===== src/rtl/rr_packet_arbiter_pkg.sv =====
// Shared definitions for the round-robin packet arbiter.
//   - arb_state_e : two-state arbitration FSM encoding
//   - idx_w       : width of a binary requester index, never below 1
//   - cnt_w       : width of the watchdog hold counter for a given limit
//   - rot_idx     : rotating index arithmetic, (base + off) mod n
package arb_pkg;

  typedef enum logic [0:0] {
    ARB_IDLE = 1'b0,
    ARB_LOCK = 1'b1
  } arb_state_e;

  function automatic int idx_w(input int n);
    if (n <= 1) begin
      return 1;
    end else begin
      return $clog2(n);
    end
  endfunction

  function automatic int cnt_w(input int max_hold);
    if (max_hold < 1) begin
      return 1;
    end else begin
      return $clog2(max_hold + 1);
    end
  endfunction

  function automatic int rot_idx(input int base, input int off, input int n);
    return (base + off) % n;
  endfunction

endpackage


===== src/rtl/rr_packet_arbiter_if.sv =====
// Handshake bundle between the input port buffers, the arbiter and the
// downstream crossbar port.
//   req_valid/req_last/req_data : per-requester flit stream (requester i at
//                                 req_data[i*DATA_W +: DATA_W])
//   req_ready                   : per-requester accept
//   out_valid/out_last/out_data : muxed winner stream, out_ready accepts it
//   grant/grant_idx/grant_vld   : registered one-hot grant, binary index, valid
//   stall_err                   : one-cycle pulse on watchdog release
// Modport slave is the arbiter side, master is the environment side.
interface rr_packet_arbiter_if #(
  parameter int N_REQ  = 4,
  parameter int DATA_W = 64
) ();
  import arb_pkg::*;

  localparam int IDX_W = idx_w(N_REQ);

  logic [N_REQ-1:0]        req_valid;
  logic [N_REQ-1:0]        req_last;
  logic [N_REQ*DATA_W-1:0] req_data;
  logic [N_REQ-1:0]        req_ready;
  logic                    out_valid;
  logic                    out_last;
  logic [DATA_W-1:0]       out_data;
  logic                    out_ready;
  logic [N_REQ-1:0]        grant;
  logic [IDX_W-1:0]        grant_idx;
  logic                    grant_vld;
  logic                    stall_err;

  modport slave (
    input  req_valid, req_last, req_data, out_ready,
    output req_ready, out_valid, out_last, out_data,
    output grant, grant_idx, grant_vld, stall_err
  );

  modport master (
    output req_valid, req_last, req_data, out_ready,
    input  req_ready, out_valid, out_last, out_data,
    input  grant, grant_idx, grant_vld, stall_err
  );

endinterface


===== src/rtl/rr_packet_arbiter_pick.sv =====
// Combinational rotating-priority picker.
//   req    : request vector
//   ptr    : index holding highest priority
//   found  : some request is set
//   idx    : first set request searching ptr, ptr+1, ..., wrapping
//   onehot : one-hot form of idx, zero when nothing found
// Doubling the vector and shifting by ptr puts requester (ptr+k) mod N at
// bit k, so a plain lowest-set-bit search yields the round-robin winner.
module rr_priority_pick
  import arb_pkg::*;
#(
  parameter int N_REQ = 4,
  parameter int IDX_W = 2
) (
  input  logic [N_REQ-1:0] req,
  input  logic [IDX_W-1:0] ptr,
  output logic             found,
  output logic [IDX_W-1:0] idx,
  output logic [N_REQ-1:0] onehot
);

  logic [2*N_REQ-1:0] dbl_s;
  logic [N_REQ-1:0]   rot_s;
  int                 off_s;

  // rotate, find first set bit, map the offset back to an absolute index
  always_comb begin
    dbl_s  = {req, req} >> ptr;
    rot_s  = dbl_s[N_REQ-1:0];
    found  = 1'b0;
    off_s  = 0;
    onehot = '0;
    // descending scan so the lowest set offset is the last one written
    for (int k = N_REQ - 1; k >= 0; k--) begin
      if (rot_s[k]) begin
        found = 1'b1;
        off_s = k;
      end else begin
        off_s = off_s;
      end
    end
    idx = IDX_W'(rot_idx(int'(ptr), off_s, N_REQ));
    if (found) begin
      onehot[idx] = 1'b1;
    end else begin
      onehot = '0;
    end
  end

endmodule


===== src/rtl/rr_packet_arbiter.sv =====
// Round-robin arbiter with packet locking and a stall watchdog.
//   clk : rising-edge clock
//   rst : asynchronous active-high reset
//   bus : rr_packet_arbiter_if.slave (requester streams in, muxed stream and
//         grant status out)
// A grant is taken from IDLE one cycle after a request and is held until the
// owner's last flit transfers or the watchdog expires; in either case the
// next winner is loaded on the same edge so packets run back to back.
module rr_packet_arbiter
  import arb_pkg::*;
#(
  parameter int N_REQ    = 4,
  parameter int DATA_W   = 64,
  parameter int MAX_HOLD = 255
) (
  input  logic                clk,
  input  logic                rst,
  rr_packet_arbiter_if.slave  bus
);

  localparam int IDX_W  = idx_w(N_REQ);
  localparam int HOLD_W = cnt_w(MAX_HOLD);
  localparam logic             WD_EN     = (MAX_HOLD > 0) ? 1'b1 : 1'b0;
  localparam logic [HOLD_W-1:0] HOLD_LAST = HOLD_W'(MAX_HOLD - 1);
  localparam logic [HOLD_W-1:0] HOLD_SAT  = {HOLD_W{1'b1}};

  arb_state_e         state_r, state_s;
  logic [N_REQ-1:0]   grant_r;
  logic [IDX_W-1:0]   grant_idx_r;
  logic               grant_vld_r;
  logic [IDX_W-1:0]   ptr_r;
  logic [HOLD_W-1:0]  hold_cnt_r;
  logic               stall_err_r;

  logic               pick_found_s;
  logic [IDX_W-1:0]   pick_idx_s;
  logic [N_REQ-1:0]   pick_onehot_s;
  logic               sel_valid_s;
  logic               sel_last_s;
  logic [DATA_W-1:0]  sel_data_s;
  logic               xfer_s;
  logic               wd_fire_s;
  logic               release_s;
  logic               load_s;

  // ptr already points past the current owner, so the owner ranks last when
  // re-arbitrating on release
  rr_priority_pick #(
    .N_REQ (N_REQ),
    .IDX_W (IDX_W)
  ) u_pick (
    .req    (bus.req_valid),
    .ptr    (ptr_r),
    .found  (pick_found_s),
    .idx    (pick_idx_s),
    .onehot (pick_onehot_s)
  );

  // winner mux; everything reads zero while no grant is held
  always_comb begin
    sel_valid_s = 1'b0;
    sel_last_s  = 1'b0;
    sel_data_s  = '0;
    if (grant_vld_r) begin
      sel_valid_s = bus.req_valid[grant_idx_r];
      sel_last_s  = bus.req_last[grant_idx_r];
      sel_data_s  = bus.req_data[int'(grant_idx_r)*DATA_W +: DATA_W];
    end else begin
      sel_valid_s = 1'b0;
    end
  end

  assign bus.out_valid = sel_valid_s;
  assign bus.out_last  = sel_last_s;
  assign bus.out_data  = sel_data_s;
  assign bus.req_ready = grant_r & {N_REQ{bus.out_ready}};
  assign bus.grant     = grant_r;
  assign bus.grant_idx = grant_idx_r;
  assign bus.grant_vld = grant_vld_r;
  assign bus.stall_err = stall_err_r;

  // next-state and release/load decisions
  always_comb begin
    xfer_s    = sel_valid_s & bus.out_ready;
    wd_fire_s = 1'b0;
    release_s = 1'b0;
    load_s    = 1'b0;
    state_s   = state_r;
    case (state_r)
      ARB_IDLE: begin
        if (pick_found_s) begin
          load_s  = 1'b1;
          state_s = ARB_LOCK;
        end else begin
          state_s = ARB_IDLE;
        end
      end
      ARB_LOCK: begin
        if (WD_EN && !xfer_s && (hold_cnt_r == HOLD_LAST)) begin
          wd_fire_s = 1'b1;
        end else begin
          wd_fire_s = 1'b0;
        end
        release_s = (xfer_s & sel_last_s) | wd_fire_s;
        if (release_s) begin
          load_s  = pick_found_s;
          state_s = pick_found_s ? ARB_LOCK : ARB_IDLE;
        end else begin
          state_s = ARB_LOCK;
        end
      end
      default: begin
        state_s = ARB_IDLE;
      end
    endcase
  end

  // FSM state register
  always_ff @(posedge clk or posedge rst) begin
    if (rst) begin
      state_r <= ARB_IDLE;
    end else begin
      state_r <= state_s;
    end
  end

  // grant registers and round-robin pointer
  always_ff @(posedge clk or posedge rst) begin
    if (rst) begin
      grant_r     <= '0;
      grant_idx_r <= '0;
      grant_vld_r <= 1'b0;
      ptr_r       <= '0;
    end else if (load_s) begin
      grant_r     <= pick_onehot_s;
      grant_idx_r <= pick_idx_s;
      grant_vld_r <= 1'b1;
      ptr_r       <= IDX_W'(rot_idx(int'(pick_idx_s), 1, N_REQ));
    end else if (release_s) begin
      grant_r     <= '0;
      grant_idx_r <= '0;
      grant_vld_r <= 1'b0;
    end
  end

  // stall counter: counts idle cycles under a grant, saturating
  always_ff @(posedge clk or posedge rst) begin
    if (rst) begin
      hold_cnt_r <= '0;
    end else if (load_s || release_s || xfer_s) begin
      hold_cnt_r <= '0;
    end else if ((state_r == ARB_LOCK) && (hold_cnt_r != HOLD_SAT)) begin
      hold_cnt_r <= hold_cnt_r + {{(HOLD_W-1){1'b0}}, 1'b1};
    end
  end

  // watchdog release pulse
  always_ff @(posedge clk or posedge rst) begin
    if (rst) begin
      stall_err_r <= 1'b0;
    end else begin
      stall_err_r <= wd_fire_s;
    end
  end

endmodule


===== src/flat_wrapper.sv =====
// flat-port wrapper written by rule: the top's interface ports become plain ports
module rr_packet_arbiter_flat import arb_pkg::*;
#(
  parameter int N_REQ    = 4,
  parameter int DATA_W   = 64,
  parameter int MAX_HOLD = 255
)
  (clk, rst, bus_req_valid, bus_req_last, bus_req_data, bus_out_ready, bus_req_ready, bus_out_valid, bus_out_last, bus_out_data, bus_grant, bus_grant_idx, bus_grant_vld, bus_stall_err);
  rr_packet_arbiter_if #(.N_REQ(N_REQ), .DATA_W(DATA_W)) bus_i ();
  input  logic clk;
  input  logic rst;
  input wire logic [$bits(bus_i.req_valid)-1:0] bus_req_valid;
  input wire logic [$bits(bus_i.req_last)-1:0] bus_req_last;
  input wire logic [$bits(bus_i.req_data)-1:0] bus_req_data;
  input wire logic [$bits(bus_i.out_ready)-1:0] bus_out_ready;
  output wire logic [$bits(bus_i.req_ready)-1:0] bus_req_ready;
  output wire logic [$bits(bus_i.out_valid)-1:0] bus_out_valid;
  output wire logic [$bits(bus_i.out_last)-1:0] bus_out_last;
  output wire logic [$bits(bus_i.out_data)-1:0] bus_out_data;
  output wire logic [$bits(bus_i.grant)-1:0] bus_grant;
  output wire logic [$bits(bus_i.grant_idx)-1:0] bus_grant_idx;
  output wire logic [$bits(bus_i.grant_vld)-1:0] bus_grant_vld;
  output wire logic [$bits(bus_i.stall_err)-1:0] bus_stall_err;
  assign bus_i.req_valid = bus_req_valid;
  assign bus_i.req_last = bus_req_last;
  assign bus_i.req_data = bus_req_data;
  assign bus_i.out_ready = bus_out_ready;
  assign bus_req_ready = bus_i.req_ready;
  assign bus_out_valid = bus_i.out_valid;
  assign bus_out_last = bus_i.out_last;
  assign bus_out_data = bus_i.out_data;
  assign bus_grant = bus_i.grant;
  assign bus_grant_idx = bus_i.grant_idx;
  assign bus_grant_vld = bus_i.grant_vld;
  assign bus_stall_err = bus_i.stall_err;
  rr_packet_arbiter #(.N_REQ(N_REQ), .DATA_W(DATA_W), .MAX_HOLD(MAX_HOLD)) u_core (.clk(clk), .rst(rst), .bus(bus_i));
endmodule

===== config.mk =====
export PLATFORM = sky130hd
export DESIGN_NAME = rr_packet_arbiter_flat
export DESIGN_NICKNAME = d
export VERILOG_FILES = /design/src/rtl/rr_packet_arbiter_pkg.sv /design/src/rtl/rr_packet_arbiter_if.sv /design/src/rtl/rr_packet_arbiter_pick.sv /design/src/rtl/rr_packet_arbiter.sv /design/src/flat_wrapper.sv
export SDC_FILE = /design/constraint.sdc
export NUM_CORES = 1
export LEC_CHECK = 0
export CORE_AREA = 5 5 130 132
export CTS_BUF_LIST = sky130_fd_sc_hd__clkbuf_4 sky130_fd_sc_hd__clkbuf_8
export CTS_CLUSTER_DIAMETER = 60
export DETAILED_ROUTE_END_ITERATION = 8
export DIE_AREA = 0 0 135 137
export SLEW_MARGIN = 10
export SYNTH_ARGS = -nofsm -noshare
export SYNTH_HDL_FRONTEND = slang
export SYNTH_SLANG_ARGS = --single-unit

===== constraint.sdc =====
create_clock -name clk -period 2.8 [get_ports clk]
set_clock_uncertainty 0.05 [all_clocks]
set_input_delay 0.28 -clock clk [delete_from_list [all_inputs] [get_ports clk]]
set_output_delay 0.28 -clock clk [all_outputs]
set_load 0.005 [all_outputs]

-- Yosys cells after proc, flatten, opt, wreduce, memory -nomap -nowiden
Index checks and enable logic that the tools add are counted.
- RAM bits: 0
- memories kept: 0
- bits of input ports: 267
- memory bits (read-only): 0
- bits in latches: 0
- bits in registers: 19
- word-level logic and storage cells: 65
- div/mod/pow operators: 0
- multiplexer cells: 35
- add/sub/neg operators: 3
- reduce and logical (&&, ||, !) cells: 8
- magnitude comparators: 3
- equality and inequality tests: 2
- bitwise gates (word level): 5
- multipliers: 0
- shift operators: 2
- operators with widths (kind ; count):
    indexed part select 256 x 9 -> 64 bit ; 1
    2-to-1 mux 64 bit ; 1
    2-to-1 mux 1 bit ; 18
    2-to-1 mux 8 bit ; 2
    2-to-1 mux 2 bit ; 6
    2-to-1 mux 4 bit ; 3
    adder 8 x 1 -> 8 bit, second input constant ; 1
    equality test 8 bit, second input constant ; 1
    != test 8 bit, second input constant ; 1
    right shift 8 x 2 -> 4 bit ; 1
    less-than comparator 2 x 3 -> 1 bit, second input constant ; 2
    bitwise AND 4 bit ; 1
    binary-select mux 1 bit (select 2 bit) ; 2
    one-hot mux 1 bit (2 select lines) ; 2
    nonzero test 2 bit ; 2
    logical AND 1 bit ; 3
    adder 2 x 1 -> 2 bit, second input constant ; 1
    adder 2 bit ; 1
    bitwise AND 1 bit ; 2
    demux 1 bit (select 2 bit) ; 1
    greater-or-equal comparator 2 x 1 -> 1 bit, second input constant ; 1
    logical OR 1 bit ; 2
    logical NOT 1 bit ; 1
    inverter 1 bit ; 1
    bitwise OR 1 bit ; 1

-- Logic depth before layout (Yosys ltp)
Gate-level depths: netlist of run 1.
- depth in word-level cells: 14
- depth in mapped cells: 10
- mapped depth without buffers: 9

-- By module
A second synthesis of run 1 with hierarchy kept.
- cells, all modules: 304
- area, all modules: 3334.4 sq um
- modules (own cells, without submodules) (module ; area an instance (sq um) ; seq. area each (sq um) ; times used ; cells each):
    rr_packet_arbiter ; 3064.2 ; 475.5 ; 1 ; 266
    rr_priority_pick ; 270.3 ; 0.0 ; 1 ; 38

-- Worst setup path after synthesis of run 1
No wires, ideal clock.
- path type: register -> register
- start point: register u_core.ptr_r[0]
- end point: register u_core.ptr_r[1]
- path slack: 600 ps
- clock period less this slack: 2200 ps
- arrival time: 2027 ps
- stages on the path, launching flop included: 11
- cell sequence: dfrtp_1 > buf_2 > and3b_2 > a21oi_1 > nor2_1 > a21oi_1 > nand3_1 > ha_1 > xnor3_1 > nand2b_2 > xnor2_1
- word-level cells in the longest chain between the ends: 7
- elaborated cells on any way between the ends: 14
- classes of those cells: add/sub (2); shift (1); mux (11)
- ends and longest elaborated chain (element ; line ; source):
    start: declaration ; rr_packet_arbiter.sv:31 ; logic [IDX_W-1:0] ptr_r;
    start signal: assignment ; rr_packet_arbiter.sv:138 ; ptr_r <= IDX_W'(rot_idx(int'(pick_idx_s), 1, N_REQ));
    right shift 8 x 2 -> 4 bit ; rr_packet_arbiter_pick.sv:28 ; dbl_s = {req, req} >> ptr;
    2-to-1 mux 2 bit / 2-to-1 mux 1 bit (equally long branches) (4 in series) ; rr_packet_arbiter_pick.sv:35 ; if (rot_s[k]) begin
    adder 2 bit, or another cell as far along ; rr_packet_arbiter_pkg.sv:30 ; return (base + off) % n;
    adder 2 x 1 -> 2 bit / one-hot mux 1 bit (2 select lines) (equally long branches) ; rr_packet_arbiter_pkg.sv:30, rr_packet_arbiter.sv:89 ;
Parallel ways exist; a longest one is shown, timed or not.
A chain may end at the register's enable or synchronous reset.

-- Worst setup path after layout of run 1
- start point: register u_core.grant_idx_r[0], in the netlist u_core.bus.grant_idx[0]
- end point: output port bus_out_data[43]
- word-level cells in the longest chain between the ends: 2
- ends and longest elaborated chain (element ; line ; source):
    start: declaration ; rr_packet_arbiter.sv:29 ; logic [IDX_W-1:0] grant_idx_r;
    start signal: assignment ; rr_packet_arbiter.sv:136 ; grant_idx_r <= pick_idx_s;
    indexed part select 256 x 9 -> 64 bit ; rr_packet_arbiter.sv:67 ; sel_data_s = bus.req_data[int'(grant_idx_r)*DATA_W +: DATA_W];
    2-to-1 mux 64 bit ; rr_packet_arbiter.sv:64 ; if (grant_vld_r) begin
    end: declaration ; flat_wrapper.sv:19 ; output wire logic [$bits(bus_i.out_data)-1:0] bus_out_data;
No other way between the ends.

==> results.ini, run 1 <==
[power]
ir_worst_vdd_mv=0.5757
p_leak_uw=0.002501
p_sw_share_pct=34.69
p_int_uw=3213
seqPwrFrac_pct=10.0
pwr-share-clk_pct=4.0
switching_power_uw=1707
p_comb_share_pct=86.0
p_per_area_nw_per_um2=704.0

[setup_path]
cp.arrival_ns=2.27
critPathCaptureType=output port
crit_fanout=45
reg2reg_depth=9
r2r_end=u_core.ptr_r[1]$_DFFE_PP0P_
endpoint=bus_out_data[43]
r2r_setup_slack_ns=0.48
cp.required_ns=2.47
worstSetupStartpoint=u_core.bus.grant_idx[0]$_DFFE_PP0P_
reg2reg_from=u_core.ptr_r[0]$_DFFE_PP0P_
path_class=reg -> out
start_kind=register

[synth]
ys_warn_count=0
synth_ff_type=dfrtp_1
yosysSeqAreaShare_pct=14.75
yosysUniqueCellTypes=52
syn-num-nets=545
synth_edf_count=0
syn_area_per_cell_um2=11.72
async_flop_share_pct=100.0
netlist_area_um2=3223
ys_seq_elements=19
postSynthCellCount=275

[drt]
drtIter0Drc=129
viasPerCell=4.654
wl_per_cell_um=22.13
first_pass_iters=7
finalWirelength_um=18210
detail-route-antenna-nets=0
vias=3830
drc=0

[sta]
hold_violations=0
post-route-min-period_ns=2.602
rsz0062_at_grt=false
finalCritPeriodShare_pct=92.93
report.final.slew_viol_count=0
tightest_slew_ns=0.7302
maxSlewHeadroom_pct=51.27
setup_viol=0
fin_setup_tns_ns=0
fmax_ghz=0.3843

[global_route]
grt_overflow_total=0
met2_usage_pct=33.07
busiest_layer=met2
grtUsageTotal_pct=18.03
first_global_vias=4182
grt_pass1_wl_um=25560
grt_antenna_before_repair=4
grt_use_met3_pct=5.037
grt_use_met1_pct=20.66
grt_max_degree=46

[clock_tree]
root_buffer=clkbuf_8
cts_sinks=19
cts_tree=built
worstSkewPairLatency_ns=0.25
clk_pin_slew_ns=0.07
cts_resized=0
htreeDepth=1
tritoncts.num_buffers=3
postCtsSetupBuffers=0
cts-hold-fix-buffers=0
cts_buffer_depth=2

[floorplanning]
dieWidth_um=135
initial_core_util_pct=20.66
boundaryPins=345
die_area_um2=18500
die_h_um=137
num_rows=46
coreArea_um2=15600

[cells_and_area]
layout-drive-gt1-share_pct=16.34
area_growth_pct=116.8
finalNetCount=877
final_cells=823

[place]
place_inst=818
gp_congestion=0.8933
place_hpwl_um=15710
io_buffers=344

[hold_path]
min_path_type=in -> async

[status]
status=finished clean

[job]
maxCapViolCount=0

## cell families (layout without fill, tap and decap cells)
logic type | Yosys count | count (layout) | share of synthesized area (%)
other cells | 0 | 1 | 0
flops | 19 | 19 | 14.75
simple gates | 118 | 118 | 21.97
fa+ha+maj | 3 | 3 | 1.165
buf+inv | 33 | 364 | 4.891
mux | 69 | 69 | 47.05
xor+xnor | 11 | 11 | 3.882
compound gates | 22 | 22 | 6.289
## sequential cells by signal, indices dropped and copies added, names as in the netlist
signal and count:
u_core.bus.grant_idx 2, u_core.bus.stall_err 1, u_core.state_r 1, u_core.hold_cnt_r 8, u_core.bus.grant_vld 1, u_core.ptr_r 2, u_core.bus.grant 4
## cell usage after synthesis (3+ instances only)
| master | number | area share, % |
|---|---|---|
| a21oi_1 | 5 | 0.78 |
| and2_1 | 69 | 13 |
| buf_2 | 11 | 1.7 |
| clkbuf_1 | 11 | 1.3 |
| dfrtp_1 | 19 | 15 |
| ha_1 | 3 | 1.2 |
| inv_1 | 5 | 0.58 |
| mux4_2 | 65 | 45 |
| nand2_1 | 11 | 1.3 |
| nand3_1 | 5 | 0.78 |
| nor2_1 | 14 | 1.6 |
| xnor2_1 | 5 | 1.4 |
| xor2_1 | 3 | 0.82 |
## worst max-delay path, stage by stage, from the launching register on
cell             delay, ns
dfrtp_4               0.44
buf_12                0.30
mux4_2                0.56
and2_1                0.17
clkdlybuf4s50_1       0.46
## area by class of cell
cell class,instances,area [µm²]
Antenna cell,1,2.502
Clock buffer,4,48.80
Fill cell,1467,8610
Inverter,5,18.77
Multi-Input combinational cell,223,2590
Sequential cell,19,481.7
Tap cell,216,270.3
Timing Repair Buffer,355,3576
## per-stage QoR
step | hold WS (ns) | power [µW] | worst slack (ns) | instance area [µm²] | util [%]
floorplan | 0.1811 | 2712 | 0.6003 | 3223 | -
global placement | 0.4576 | 4723 | 0.2739 | 6937 | 44.47
detailed placement | 0.4688 | 4779 | 0.2250 | 6937 | 44.47
CTS | 0.4256 | 4992 | 0.1821 | 6985 | 44.79
global route | 0.5052 | 5257 | 0.09234 | 6988 | 44.80
finish | 0.3955 | 4919 | 0.1980 | 6988 | 44.80
## how the worst min path moves through the flow
stage	startpoint	end	slack, ns	cells past startpoint
detailed placement	u_core.bus.grant[1]$_DFFE_PP0P_	u_core.bus.grant[1]$_DFFE_PP0P_	0.47	1
CTS	rst	u_core.bus.grant[0]$_DFFE_PP0P_	0.43	2
global route	rst	u_core.hold_cnt_r[2]$_DFFE_PP0P_	0.51	2
finish	rst	u_core.bus.grant[2]$_DFFE_PP0P_	0.40	2
global placement	u_core.bus.grant[1]$_DFFE_PP0P_	u_core.bus.grant[1]$_DFFE_PP0P_	0.46	1
floorplan	rst	u_core.bus.grant[0]$_DFFE_PP0P_	0.18	1
## routing by layer
| layer | wire length [µm] | part of all wire [%] | vias up |
|---|---|---|---|
| met1 | 6549 | 36 | 1865 |
| met2 | 9589 | 53 | 197 |
| met3 | 1608 | 8.8 | 32 |
| met5 | 41 | 0.23 | - |
| met4 | 424 | 2.3 | 6 |
| li1 | - | - | 1730 |
## cells in the final DEF, fill, tap and decap left out, types with 2 or more instances in the layout
cell type / instances
clkdlybuf4s50_1: 344
and2_1: 69
mux4_2: 65
dfrtp_1: 16
nor2_1: 14
nand2_1: 11
buf_4: 7
nand3_1: 5
inv_1: 5
a21oi_1: 5
xnor2_1: 5
buf_12: 4
xor2_1: 3
ha_1: 3
clkbuf_8: 3
nand4_1: 2
mux2i_2: 2
o211ai_1: 2
and4_1: 2
xnor2_2: 2
o2bb2ai_1: 2
a22o_1: 2
a32o_1: 2
dfrtp_2: 2
## power groups by stage
stage	Combinational, µW	Sequential [µW]	Clock [µW]
global route	4530	509	217
finish	4230	492	198
global placement	4230	490	0
detailed placement	4280	497	0
floorplan	2290	420	0
CTS	4300	492	203
Power figures use the tool's default switching activity.
==> inputs of run 2 (changes only) <==
Settings changed: SLEW_MARGIN 10 to default.
==> results of run 2 <==
The final DEF is identical to that of run 1; final timing and power are the same.
